$ cat config.mk
export PLATFORM = sky130hd
export DESIGN_NAME = msu_data_ctrl_flat
export DESIGN_NICKNAME = d
export VERILOG_FILES = /design/src/rtl/msu_pkg.sv /design/src/rtl/msu_data_ctrl_if.sv /design/src/rtl/msu_byte_fifo.sv /design/src/rtl/msu_data_ctrl.sv /design/src/flat_wrapper.sv
export SDC_FILE = /design/constraint.sdc
export NUM_CORES = 1
export LEC_CHECK = 0
export BUFFER_PORTS_ARGS = -buffer_cell sky130_fd_sc_hd__buf_2
export CORE_ASPECT_RATIO = 1.2
export CORE_UTILIZATION = 44
export CTS_CLUSTER_SIZE = 25
export DETAILED_ROUTE_END_ITERATION = 12
export GPL_TIMING_DRIVEN = 0
export PLACE_DENSITY = 0.72
export SLEW_MARGIN = 0
export SYNTH_ARGS = -nofsm -noshare
export SYNTH_HDL_FRONTEND = slang
export SYNTH_SLANG_ARGS = --single-unit
$ cat constraint.sdc
create_clock -name clk -period 7.6 [get_ports clk]
set_clock_uncertainty 0.05 [all_clocks]
set_input_delay 0.76 -clock clk [delete_from_list [all_inputs] [get_ports clk]]
set_output_delay 0.76 -clock clk [all_outputs]
set_load 0.05 [all_outputs]
$ cat src/rtl/msu_pkg.sv
// Shared MSU definitions: data-port FSM states, default sizes and MSU_STATUS bit positions.
package msu_pkg;

   typedef enum logic [0:0] {
      MSU_D_IDLE = 1'b0,
      MSU_D_REQ  = 1'b1
   } msu_d_state_e;

   localparam int unsigned MSU_FIFO_AW_DEF = 3;
   localparam int unsigned MSU_ADDR_W_DEF  = 32;
   localparam int unsigned MSU_BYTE_W      = 8;

   // MSU_STATUS bit indices, shared with the register block
   localparam int unsigned MSU_STATUS_DATA_BUSY_BIT     = 7;
   localparam int unsigned MSU_STATUS_AUDIO_BUSY_BIT    = 6;
   localparam int unsigned MSU_STATUS_AUDIO_REPEAT_BIT  = 5;
   localparam int unsigned MSU_STATUS_AUDIO_PLAYING_BIT = 4;
   localparam int unsigned MSU_STATUS_TRACK_MISSING_BIT = 3;

endpackage

$ cat src/rtl/msu_data_ctrl_if.sv
// Register-block and backing-store signals of the MSU data port.
interface msu_data_ctrl_if #(
   parameter int unsigned ADDR_W = 32
);
   logic              seek_valid;
   logic [ADDR_W-1:0] seek_addr;
   logic              rd_pulse;
   logic [7:0]        data_out;
   logic              data_busy;
   logic              underrun;
   logic              mem_req;
   logic [ADDR_W-1:0] mem_addr;
   logic              mem_ack;
   logic [7:0]        mem_data;

   // slave: the data controller; master: register block plus backing store
   modport slave (
      input  seek_valid, seek_addr, rd_pulse, mem_ack, mem_data,
      output data_out, data_busy, underrun, mem_req, mem_addr
   );

   modport master (
      output seek_valid, seek_addr, rd_pulse, mem_ack, mem_data,
      input  data_out, data_busy, underrun, mem_req, mem_addr
   );
endinterface

$ cat src/rtl/msu_byte_fifo.sv
// Synchronous byte FIFO; flush beats push/pop. head_o is the head as it will be after this cycle.
module msu_byte_fifo #(
   parameter int unsigned AW = 3,
   parameter int unsigned DW = 8
) (
   input  logic          clk,
   input  logic          rst_n,
   input  logic          flush_i,
   input  logic          push_i,
   input  logic [DW-1:0] wdata_i,
   input  logic          pop_i,
   output logic [DW-1:0] head_o,
   output logic          nxt_empty_o,
   output logic [AW:0]   count_o,
   output logic          empty_o
);
   localparam int unsigned DEPTH = 1 << AW;
   localparam int unsigned CW    = AW + 1;

   logic [DW-1:0] mem_q [DEPTH];
   logic [AW-1:0] wr_ptr_q, wr_ptr_d, rd_ptr_q, rd_ptr_d, rd_ptr_nxt;
   logic [CW-1:0] count_q, count_d;
   logic          do_push, do_pop;

   assign empty_o    = (count_q == '0);
   assign count_o    = count_q;
   assign do_push    = push_i && !flush_i && (count_q != CW'(DEPTH));
   assign do_pop     = pop_i && !flush_i && !empty_o;
   assign rd_ptr_nxt = rd_ptr_q + AW'(1);

   always_comb begin
      wr_ptr_d = wr_ptr_q;
      rd_ptr_d = rd_ptr_q;
      count_d  = count_q;
      head_o   = mem_q[rd_ptr_q];
      if (flush_i) begin
         wr_ptr_d = '0;
         rd_ptr_d = '0;
         count_d  = '0;
      end else begin
         if (do_push) wr_ptr_d = wr_ptr_q + AW'(1);
         if (do_pop)  rd_ptr_d = rd_ptr_nxt;
         count_d = count_q + CW'(do_push) - CW'(do_pop);
      end
      // a byte pushed into a FIFO that is (or is becoming) empty is the new head
      if (do_pop) head_o = (count_q == CW'(1)) ? wdata_i : mem_q[rd_ptr_nxt];
      else if (empty_o) head_o = wdata_i;
   end

   assign nxt_empty_o = (count_d == '0);

   always_ff @(posedge clk or negedge rst_n) begin
      if (!rst_n) begin
         wr_ptr_q <= '0;
         rd_ptr_q <= '0;
         count_q  <= '0;
      end else begin
         wr_ptr_q <= wr_ptr_d;
         rd_ptr_q <= rd_ptr_d;
         count_q  <= count_d;
      end
   end

   always_ff @(posedge clk) begin
      if (do_push) mem_q[wr_ptr_q] <= wdata_i;
   end
endmodule

$ cat src/rtl/msu_data_ctrl.sv
// MSU-1 data port sequencer: seek handling, single-outstanding prefetch into a byte FIFO, $2001 data.
module msu_data_ctrl
   import msu_pkg::*;
#(
   parameter int unsigned FIFO_AW = MSU_FIFO_AW_DEF,
   parameter int unsigned ADDR_W  = MSU_ADDR_W_DEF
) (
   input  logic           clk,
   input  logic           rst_n,
   msu_data_ctrl_if.slave bus
);
   localparam int unsigned DEPTH = 1 << FIFO_AW;
   localparam int unsigned CW    = FIFO_AW + 1;

   msu_d_state_e      state_q, state_d;
   logic              mem_req_q, mem_req_d;
   logic [ADDR_W-1:0] mem_addr_q, mem_addr_d;
   logic [ADDR_W-1:0] fetch_addr_q, fetch_addr_d;
   logic              armed_q, armed_d;
   logic              discard_q, discard_d;
   logic [7:0]        data_out_q, data_out_d;
   logic              busy_q, busy_d;
   logic              underrun_q, underrun_d;

   logic              seek, ack, push, pop;
   logic [7:0]        fifo_head;
   logic              fifo_nxt_empty, fifo_empty;
   logic [CW-1:0]     fifo_count;

   assign seek = bus.seek_valid;
   assign ack  = bus.mem_ack && (state_q == MSU_D_REQ);
   // a seek flushes the FIFO, so it overrides any pop in the same cycle
   assign pop  = bus.rd_pulse && !seek && !fifo_empty && !busy_q;

   msu_byte_fifo #(.AW(FIFO_AW), .DW(8)) u_fifo (
      .clk         (clk),
      .rst_n       (rst_n),
      .flush_i     (seek),
      .push_i      (push),
      .wdata_i     (bus.mem_data),
      .pop_i       (pop),
      .head_o      (fifo_head),
      .nxt_empty_o (fifo_nxt_empty),
      .count_o     (fifo_count),
      .empty_o     (fifo_empty)
   );

   // next-state: fetch FSM, address counter, flags and presented byte
   always_comb begin
      state_d      = state_q;
      mem_req_d    = mem_req_q;
      mem_addr_d   = mem_addr_q;
      fetch_addr_d = fetch_addr_q;
      armed_d      = armed_q;
      discard_d    = discard_q;
      push         = 1'b0;

      unique case (state_q)
         MSU_D_IDLE: begin
            if (armed_q && (fifo_count < CW'(DEPTH)) && !seek) begin
               mem_req_d  = 1'b1;
               mem_addr_d = fetch_addr_q;
               state_d    = MSU_D_REQ;
            end
         end
         MSU_D_REQ: begin
            if (ack) begin
               mem_req_d = 1'b0;
               discard_d = 1'b0;
               state_d   = MSU_D_IDLE;
               if (!discard_q && !seek) begin
                  push         = 1'b1;
                  fetch_addr_d = fetch_addr_q + ADDR_W'(1);
               end
            end
         end
         default: state_d = MSU_D_IDLE;
      endcase

      // the in-flight request cannot be withdrawn, so its byte is marked stale instead
      if (seek) begin
         fetch_addr_d = bus.seek_addr;
         armed_d      = 1'b1;
         if ((state_q == MSU_D_REQ) && !ack) discard_d = 1'b1;
      end

      busy_d     = seek ? 1'b1 : (push ? 1'b0 : busy_q);
      underrun_d = seek ? 1'b0
                 : ((bus.rd_pulse && (fifo_empty || busy_q)) ? 1'b1 : underrun_q);
      data_out_d = fifo_nxt_empty ? data_out_q : fifo_head;
   end

   always_ff @(posedge clk or negedge rst_n) begin
      if (!rst_n) begin
         state_q      <= MSU_D_IDLE;
         mem_req_q    <= 1'b0;
         mem_addr_q   <= '0;
         fetch_addr_q <= '0;
         armed_q      <= 1'b0;
         discard_q    <= 1'b0;
         data_out_q   <= '0;
         busy_q       <= 1'b0;
         underrun_q   <= 1'b0;
      end else begin
         state_q      <= state_d;
         mem_req_q    <= mem_req_d;
         mem_addr_q   <= mem_addr_d;
         fetch_addr_q <= fetch_addr_d;
         armed_q      <= armed_d;
         discard_q    <= discard_d;
         data_out_q   <= data_out_d;
         busy_q       <= busy_d;
         underrun_q   <= underrun_d;
      end
   end

   assign bus.mem_req   = mem_req_q;
   assign bus.mem_addr  = mem_addr_q;
   assign bus.data_out  = data_out_q;
   assign bus.data_busy = busy_q;
   assign bus.underrun  = underrun_q;
endmodule

$ cat src/flat_wrapper.sv
// flat-port wrapper written by rule: the top's interface ports become plain ports
module msu_data_ctrl_flat import msu_pkg::*;
#(
   parameter int unsigned FIFO_AW = MSU_FIFO_AW_DEF,
   parameter int unsigned ADDR_W  = MSU_ADDR_W_DEF
)
  (clk, rst_n, bus_seek_valid, bus_seek_addr, bus_rd_pulse, bus_mem_ack, bus_mem_data, bus_data_out, bus_data_busy, bus_underrun, bus_mem_req, bus_mem_addr);
  msu_data_ctrl_if #(.ADDR_W(ADDR_W)) bus_i ();
  input  logic clk;
  input  logic rst_n;
  input wire logic [$bits(bus_i.seek_valid)-1:0] bus_seek_valid;
  input wire logic [$bits(bus_i.seek_addr)-1:0] bus_seek_addr;
  input wire logic [$bits(bus_i.rd_pulse)-1:0] bus_rd_pulse;
  input wire logic [$bits(bus_i.mem_ack)-1:0] bus_mem_ack;
  input wire logic [$bits(bus_i.mem_data)-1:0] bus_mem_data;
  output wire logic [$bits(bus_i.data_out)-1:0] bus_data_out;
  output wire logic [$bits(bus_i.data_busy)-1:0] bus_data_busy;
  output wire logic [$bits(bus_i.underrun)-1:0] bus_underrun;
  output wire logic [$bits(bus_i.mem_req)-1:0] bus_mem_req;
  output wire logic [$bits(bus_i.mem_addr)-1:0] bus_mem_addr;
  assign bus_i.seek_valid = bus_seek_valid;
  assign bus_i.seek_addr = bus_seek_addr;
  assign bus_i.rd_pulse = bus_rd_pulse;
  assign bus_i.mem_ack = bus_mem_ack;
  assign bus_i.mem_data = bus_mem_data;
  assign bus_data_out = bus_i.data_out;
  assign bus_data_busy = bus_i.data_busy;
  assign bus_underrun = bus_i.underrun;
  assign bus_mem_req = bus_i.mem_req;
  assign bus_mem_addr = bus_i.mem_addr;
  msu_data_ctrl #(.FIFO_AW(FIFO_AW), .ADDR_W(ADDR_W)) u_core (.clk(clk), .rst_n(rst_n), .bus(bus_i));
endmodule
# ---- Yosys cells after proc, flatten, opt, wreduce, memory -nomap -nowiden
# Memories as Yosys holds them, arrays and structs flattened.
# Cells that the tools add are included.
dict set report op_classes {
  addsub 5
  magnitude_cmp 1
  reduce_logical 31
  mux 31
  n_bitwise 1
  n_eq_ne 4
}
# op count
set ops {}
lappend ops {{$mux W32} 4}
lappend ops {{$add A32 B1 Y32 const B} 1}
lappend ops {{$mux W8} 3}
lappend ops {{$mux W1} 17}
lappend ops {{$reduce_bool A2 Y1} 7}
lappend ops {{$logic_and A1 B1 Y1} 13}
lappend ops {{$mux W3} 4}
lappend ops {{$logic_not A4 Y1} 2}
lappend ops {{$add A3 B1 Y3 const B} 2}
lappend ops {{$logic_not A1 Y1} 5}
lappend ops {{$add A4 B1 Y4} 1}
lappend ops {{$eq A4 B1 Y1 const B} 1}
lappend ops {{$lt A4 B4 Y1 const B} 1}
lappend ops {{$mux W4} 1}
lappend ops {{$ne A4 B4 Y1 const B} 1}
lappend ops {{$pmux W1 S2} 2}
lappend ops {{$reduce_and A2 Y1} 2}
lappend ops {{$sub A4 B1 Y4} 1}
lappend ops {{$reduce_and A3 Y1} 1}
lappend ops {{$ne A2 B1 Y1 const B} 1}
lappend ops {{$ne A2 B2 Y1 const B} 1}
lappend ops {{$logic_or A1 B1 Y1} 1}
lappend ops {{$not A1 Y1} 1}
dict set report totals {
  out_inout_bits 43
  regBits 88
  ramBits 64
  input_bits 45
  mem_count 1
  word_cells 86
}
# memory depth width rd rd_ports_with_merged_regs write_ports line_no
set memory_table {}
lappend memory_table {u_core.u_fifo.mem_q 8 8 2 0 1 msu_byte_fifo.sv:20} ;# logic [DW-1:0] mem_q [DEPTH];

# ---- Logic depth before layout (Yosys ltp)
dict set report depth {
  depth_word 11
  ltp_mapped 15
  ltp_nobuf 14
}

# ---- Modules after synthesis
# From an unflattened synthesis, not the netlist that was laid out.
dict set report hier_totals {
  cells_unflattened 556
  area_unflattened_um2 7224.4
}
# module cells_per_inst seq_area_each_um2 area_each_um2 instances
set by_module_without_submodules {}
lappend by_module_without_submodules {msu_byte_fifo 240 2172.1 3721.1 1}
lappend by_module_without_submodules {msu_data_ctrl 316 1951.9 3503.4 1}

# ---- Least setup slack after synthesis
# OpenSTA, ideal clock, no wires.
dict set report synth_path {
  kind {input-to-reg}
  startpoint {in bus_seek_valid}
  endpoint {reg u_core.data_out_q[0], in the netlist u_core.bus.data_out[0]}
  required_ps 7417
  setup_slack_ps 3903
  cell_stages 13
  n_path_buf 2
  setup_ps 133
  t_arrival_ps 3514
  cell_sequence {clkbuf_1 > a211oi_1 > inv_1 > ha_1 > inv_1 > ha_1 > fa_1 > xnor2_1 > nand3_1 > mux2i_1 > or2_0 > clkbuf_1 > o31ai_1}
}
dict set report synth_via {
  elab_chain_len 11
}
# item line_no
set synth_lines {}
lappend synth_lines {{start, declared} flat_wrapper.sv:11} ;# input wire logic [$bits(bus_i.seek_valid)-1:0] bus_seek_valid;
lappend synth_lines {{$logic_not A1 Y1} -}
lappend synth_lines {{$logic_and A1 B1 Y1} msu_data_ctrl.sv:71} ;# if (!discard_q && !seek) begin
lappend synth_lines {{$mux W1} msu_data_ctrl.sv:71}
lappend synth_lines {{$mux W1} msu_data_ctrl.sv:67} ;# if (ack) begin
lappend synth_lines {{$mux W1} msu_data_ctrl.sv:58} ;# unique case (state_q)
lappend synth_lines {{$logic_and A1 B1 Y1 (2 in series)} msu_byte_fifo.sv:27} ;# assign do_push = push_i && !flush_i && (count_q != CW'(DEPTH));
lappend synth_lines {{$add A4 B1 Y4} msu_byte_fifo.sv:43} ;# count_d = count_q + CW'(do_push) - CW'(do_pop);
lappend synth_lines {{$sub A4 B1 Y4} msu_byte_fifo.sv:43}
lappend synth_lines {{$mux W4} msu_byte_fifo.sv:36} ;# if (flush_i) begin
lappend synth_lines {{$logic_not A4 Y1} msu_byte_fifo.sv:50} ;# assign nxt_empty_o = (count_d == '0);
lappend synth_lines {{end signal, assigned} msu_data_ctrl.sv:111} ;# data_out_q <= data_out_d;
lappend synth_lines {{end, declared} msu_data_ctrl.sv:21} ;# logic [7:0] data_out_q, data_out_d;
# Parallel ways exist; a longest one is shown, timed or not.
# A chain may end at the register's enable or synchronous reset.

# ---- Final worst setup path
dict set report layout_path {
  startpoint {reg u_core.u_fifo.count_q[3], in the netlist u_core.u_fifo.count_o[3]}
  endpoint {reg u_core.data_out_q[5], in the netlist u_core.bus.data_out[5]}
}
dict set report layout_via {
  elab_chain_len 9
}
# item line_no
set layout_lines {}
lappend layout_lines {{start, declared} msu_byte_fifo.sv:22} ;# logic [CW-1:0] count_q, count_d;
lappend layout_lines {{start signal, assigned} msu_byte_fifo.sv:60} ;# count_q <= count_d;
lappend layout_lines {{parallel branches: the longest is 9 deep, another holds $add A4 B1 Y4} -}
# Several ways; the timed one is not identified.

==> summary.md <==
| Metric | Value |
|---|---|
| Number of rows in the core area | 51 |
| Clock-pin slew on the worst setup and hold paths | 0.06 ns |
| Router iterations before antenna repair | 8 |
| Hold crit path type | in -> async |
| IO buf count | 86 |
| Top cells by area in the synthesized netlist | dfrtp_1 29%, edfxtp_1 26%, mux2_2 6.6% |
| Upper clock frequency limit | 213.5 MHz |
| Number of cells on the worst reg-to-reg path | 15 |
| Mean instance size in the synthesized netlist | 12.37 um^2 |
| Via count normalized by instance count | 5.934 |
| Fraction of met3 tracks used by global routing | 5.503% |
| DR iter-0 viols | 480 |
| I/O pin cnt | 88 |
| Drt wl/cell | 20.86 um |
| Die Y-Extent | 145.0 um |
| Share of post-route cells with drive strength above 1 | 27.82% |
| Count of nets after finishing | 768 |
| Hold-fix buffers at CTS | 0 |
| Placement Cell Area | 0.008234 mm^2 |
| Total vias in the final route | 5566 |
| Most numerous cell types in the synthesized netlist | 88 x dfrtp_1, 64 x edfxtp_1, 51 x nand2_1, 44 x mux2_2, 44 x mux2i_1 |
| Antenna Cells | 0 |
| Synth Flop Type | dfrtp_1 |
| Final cell area excluding filler cells | 0.008796 mm^2 |
| Cell type with the largest total area after synthesis | dfrtp_1 |
| Data required time of the worst path | 7.82 ns |
| Startpoint types | register |
| Number of clock sinks | 152 |
| Crit-path cells | inv_1 -> ha_1 -> nand2_1 -> nand2_1 -> inv_1 -> ha_1 -> inv_1 -> ha_1 -> fa_1 -> xnor2_1 -> nand3_1 -> mux2i_1 -> or2_0 -> clkbuf_1 -> o31ai_1 |
| Maximum number of pins on one net before global-route repair | 48 |
| Distinct cell type count after synthesis | 59 |
| Critical path origin | u_core.u_fifo.count_o[3]$_DFF_PN0_ |
| Yosys warnings | 0 |
| First-pass GRT wire length | 30460 um |
| Pwr per Cell Area | 324.4 mW/mm^2 |
| Standard cell with the maximum stage delay on the critical path | mux2i_1 |
| Max-cap violations | 0 |
| Number of antenna violations at the first check in global routing | 1 |
| Number of stages on the worst setup path | 15 |
| Count of antenna-violating nets left after detailed routing | 0 |
| Total of endpoints with negative setup slack in the final report | 0 |
| Period Utilization, post-route | 61.64% |
| Leakage power | 3.379 nW |
| Number of synthesized flops with an enable pin | 64 |
| Data arrival at the endpoint of the critical path | 4.91 ns |
| Post-CTS setup buffer count | 0 |
| Capture point of the worst reg-to-reg path | u_core.bus.data_out[5]$_DFFE_PN0P_ |
| Root buffer cell | clkbuf_16 |
| Number of hold violations in the final report | 0 |
| CP endpoint kind | register |
| Maximum fanout count along the critical path | 10 |
| Setup repair after global routing missed its margin | no |
| Fillcell total | 1377 |
| Reg2Reg Setup Slack | 2.92 ns |
| Met1 demand-to-capacity share in global routing | 27.77% |
| Post-synth ARST share | 57.89% |
| Kind of critical path | reg -> reg |
| Busiest layer in global routing | met2 |
| Layout-stage area growth over the synthesis result | 17.34% |
| Cell family contributing the most delay on the critical path | adder cells |
| Run status | finished, final reports clean |
| Syn nets | 661 |
| Count of buffer and inverter cells on the critical path | 4 |
| Met2 track demand over resource in global routing | 38.69% |
| Clock network latency to the later pin of the worst-skew pair | 0.42 ns |
| Die span in x | 121.2 um |
| Most frequent cell after synthesis | dfrtp_1 |
| Area occupied by registers | 0.004124 mm^2 |
| Rel. slew slack | 19.57% |
| Total core area | 0.01646 mm^2 |
| Worst setup endpoint | u_core.bus.data_out[5]$_DFFE_PN0P_ |
| Multi-input logic area | 0.003093 mm^2 |
| Clock buffer count from CTS | 17 |
| Number of resized instances in the post-cts repair step | 0 |
| Overall track demand over capacity in global routing | 23.02% |
| Final setup TNS | 0 ns |
| Die outline area | 0.01756 mm^2 |
| Final count of pins violating max slew | 0 |
| Worst-case vdd ir drop | 0.2476 mV |
| Cell area after synthesis | 0.007496 mm^2 |
| Maximum level of the CTS H-tree | 4 |
| Mapped Cells | 606 |
| Number of design rule violations left after detail routing | 0 |
| Worst Tran Pin Value | 1.173 ns |
| Worst flop-to-flop path startpoint | u_core.u_fifo.count_o[3]$_DFF_PN0_ |
| Sequential cell area fraction in the yosys report | 55.02% |
| Clock tree from TritonCTS | yes |
| Buffer levels on the longest clock path | 2 |
| Number of synthesized register bits | 152 |
| Routed WL | 19560 um |
| Remaining Overflow, GRT | 0 |
| Min Tclk post-route | 4.685 ns |
| Via count of the first global-routing pass | 5770 |
| Final Wtd Congestion | 0.8663 |
| Crit path largest cell delay | 0.92 ns |
| Area fraction of the dominant cell type after synthesis | 29.38% |
| Initial Utilization | 45.53% |
| DPL Wire Length | 13380 um |
-- report_power, final --
group	switching (W)	internal, W
combinational	0.000695	0.000280
sequential	0.0000864	0.000999
clock	0.000330	0.000463
total	0.00111	0.00174
-- logic make-up (layout without fill, tap and decap cells) --
group / after synthesis / in the layout / synth area share, %
buffers and inverters: 52 / 172 / 3.789
AOI/OAI and AO/OA: 117 / 117 / 10.87
DFF: 152 / 152 / 55.02
adders and majority gates: 10 / 10 / 1.769
xor gates and xnor gates: 35 / 35 / 4.190
and+or+nand+nor: 148 / 148 / 11.28
muxes: 92 / 92 / 13.09
-- layout make-up --
cell class / count / area share [%]
clock buffers: 23 / 5.676
plain buffers: 39 / 2.674
well taps: 212 / 3.016
clock inverters: 9 / 0.7112
inverters: 13 / 0.5548
flip-flops and latches: 152 / 46.88
repair buffers: 88 / 5.320
multi-input cells: 402 / 35.16
-- per-layer routing --
metal  vias to the layer above  part of all wire, %
li1                       2486                    -
met1                      2716                   39
met2                       308                   50
met3                        54                  7.8
met4                         2                  2.9
met5                         -                0.041
-- cell usage in the layout (no fill, tap or decap), types with 5 or more instances in the layout --
master | synthesis | layout
nand3_1 | 7 | 7
and3_1 | 5 | 5
mux2i_1 | 44 | 44
nor3_1 | 11 | 10
nand4_1 | 5 | 5
mux2_2 | 44 | 44
edfxtp_1 | 64 | 64
a22oi_1 | 8 | 8
a221oi_1 | 15 | 15
buf_4 | 8 | 10
clkbuf_1 | 14 | 16
buf_2 | 8 | 93
ha_1 | 9 | 9
nand2_1 | 51 | 51
dfrtp_1 | 88 | 88
buf_6 | 6 | 6
xor2_1 | 5 | 5
clkbuf_16 | 0 | 18
nor2_1 | 20 | 20
a21o_1 | 5 | 5
o21ai_0 | 36 | 36
o22ai_1 | 16 | 16
a311oi_1 | 8 | 8
inv_1 | 13 | 13
o21ai_1 | 6 | 6
nor2b_1 | 10 | 10
o31ai_1 | 7 | 7
xnor2_1 | 29 | 29
a2111oi_0 | 7 | 7
nor4_1 | 6 | 6
-- registers in the layout (all words and copies together) (netlist names), 3 cells and up, named ones only --
register / count
u_core.bus.mem_addr: 32
u_core.u_fifo.count_o: 4
u_core.u_fifo.wr_ptr_q: 3
u_core.u_fifo.mem_q: 64
u_core.u_fifo.rd_ptr_q: 3
u_core.fetch_addr_q: 32
u_core.bus.data_out: 8
-- worst min path at each step --
stage,from,endpoint
2_1_floorplan,u_core.armed_q$_DFFE_PN0P_,u_core.armed_q$_DFFE_PN0P_
3_3_place_gp,u_core.armed_q$_DFFE_PN0P_,u_core.armed_q$_DFFE_PN0P_
3_5_place_dp,u_core.armed_q$_DFFE_PN0P_,u_core.armed_q$_DFFE_PN0P_
4_1_cts,rst_n,u_core.fetch_addr_q[19]$_DFFE_PN0P_
5_1_grt,rst_n,u_core.bus.mem_addr[21]$_DFFE_PN0P_
6_report,rst_n,u_core.bus.mem_addr[21]$_DFFE_PN0P_
-- through the flow --
step | total power (W) | util [%] | hold WS, ns | setup WS [ns] | std cells
4_1_cts | 0.002861 | 53.43 | 0.3026 | 3.051 | 938
3_5_place_dp | 0.002074 | 50.02 | 0.4201 | 2.645 | 906
2_1_floorplan | 0.001799 | - | 0.3881 | 3.903 | 606
6_report | 0.002854 | 53.43 | 0.2970 | 2.915 | 938
3_3_place_gp | 0.002052 | 49.76 | 0.4010 | 2.671 | 904
5_1_grt | 0.002960 | 53.43 | 0.3341 | 2.626 | 938
No activity file was read; power rests on OpenSTA's default activity.
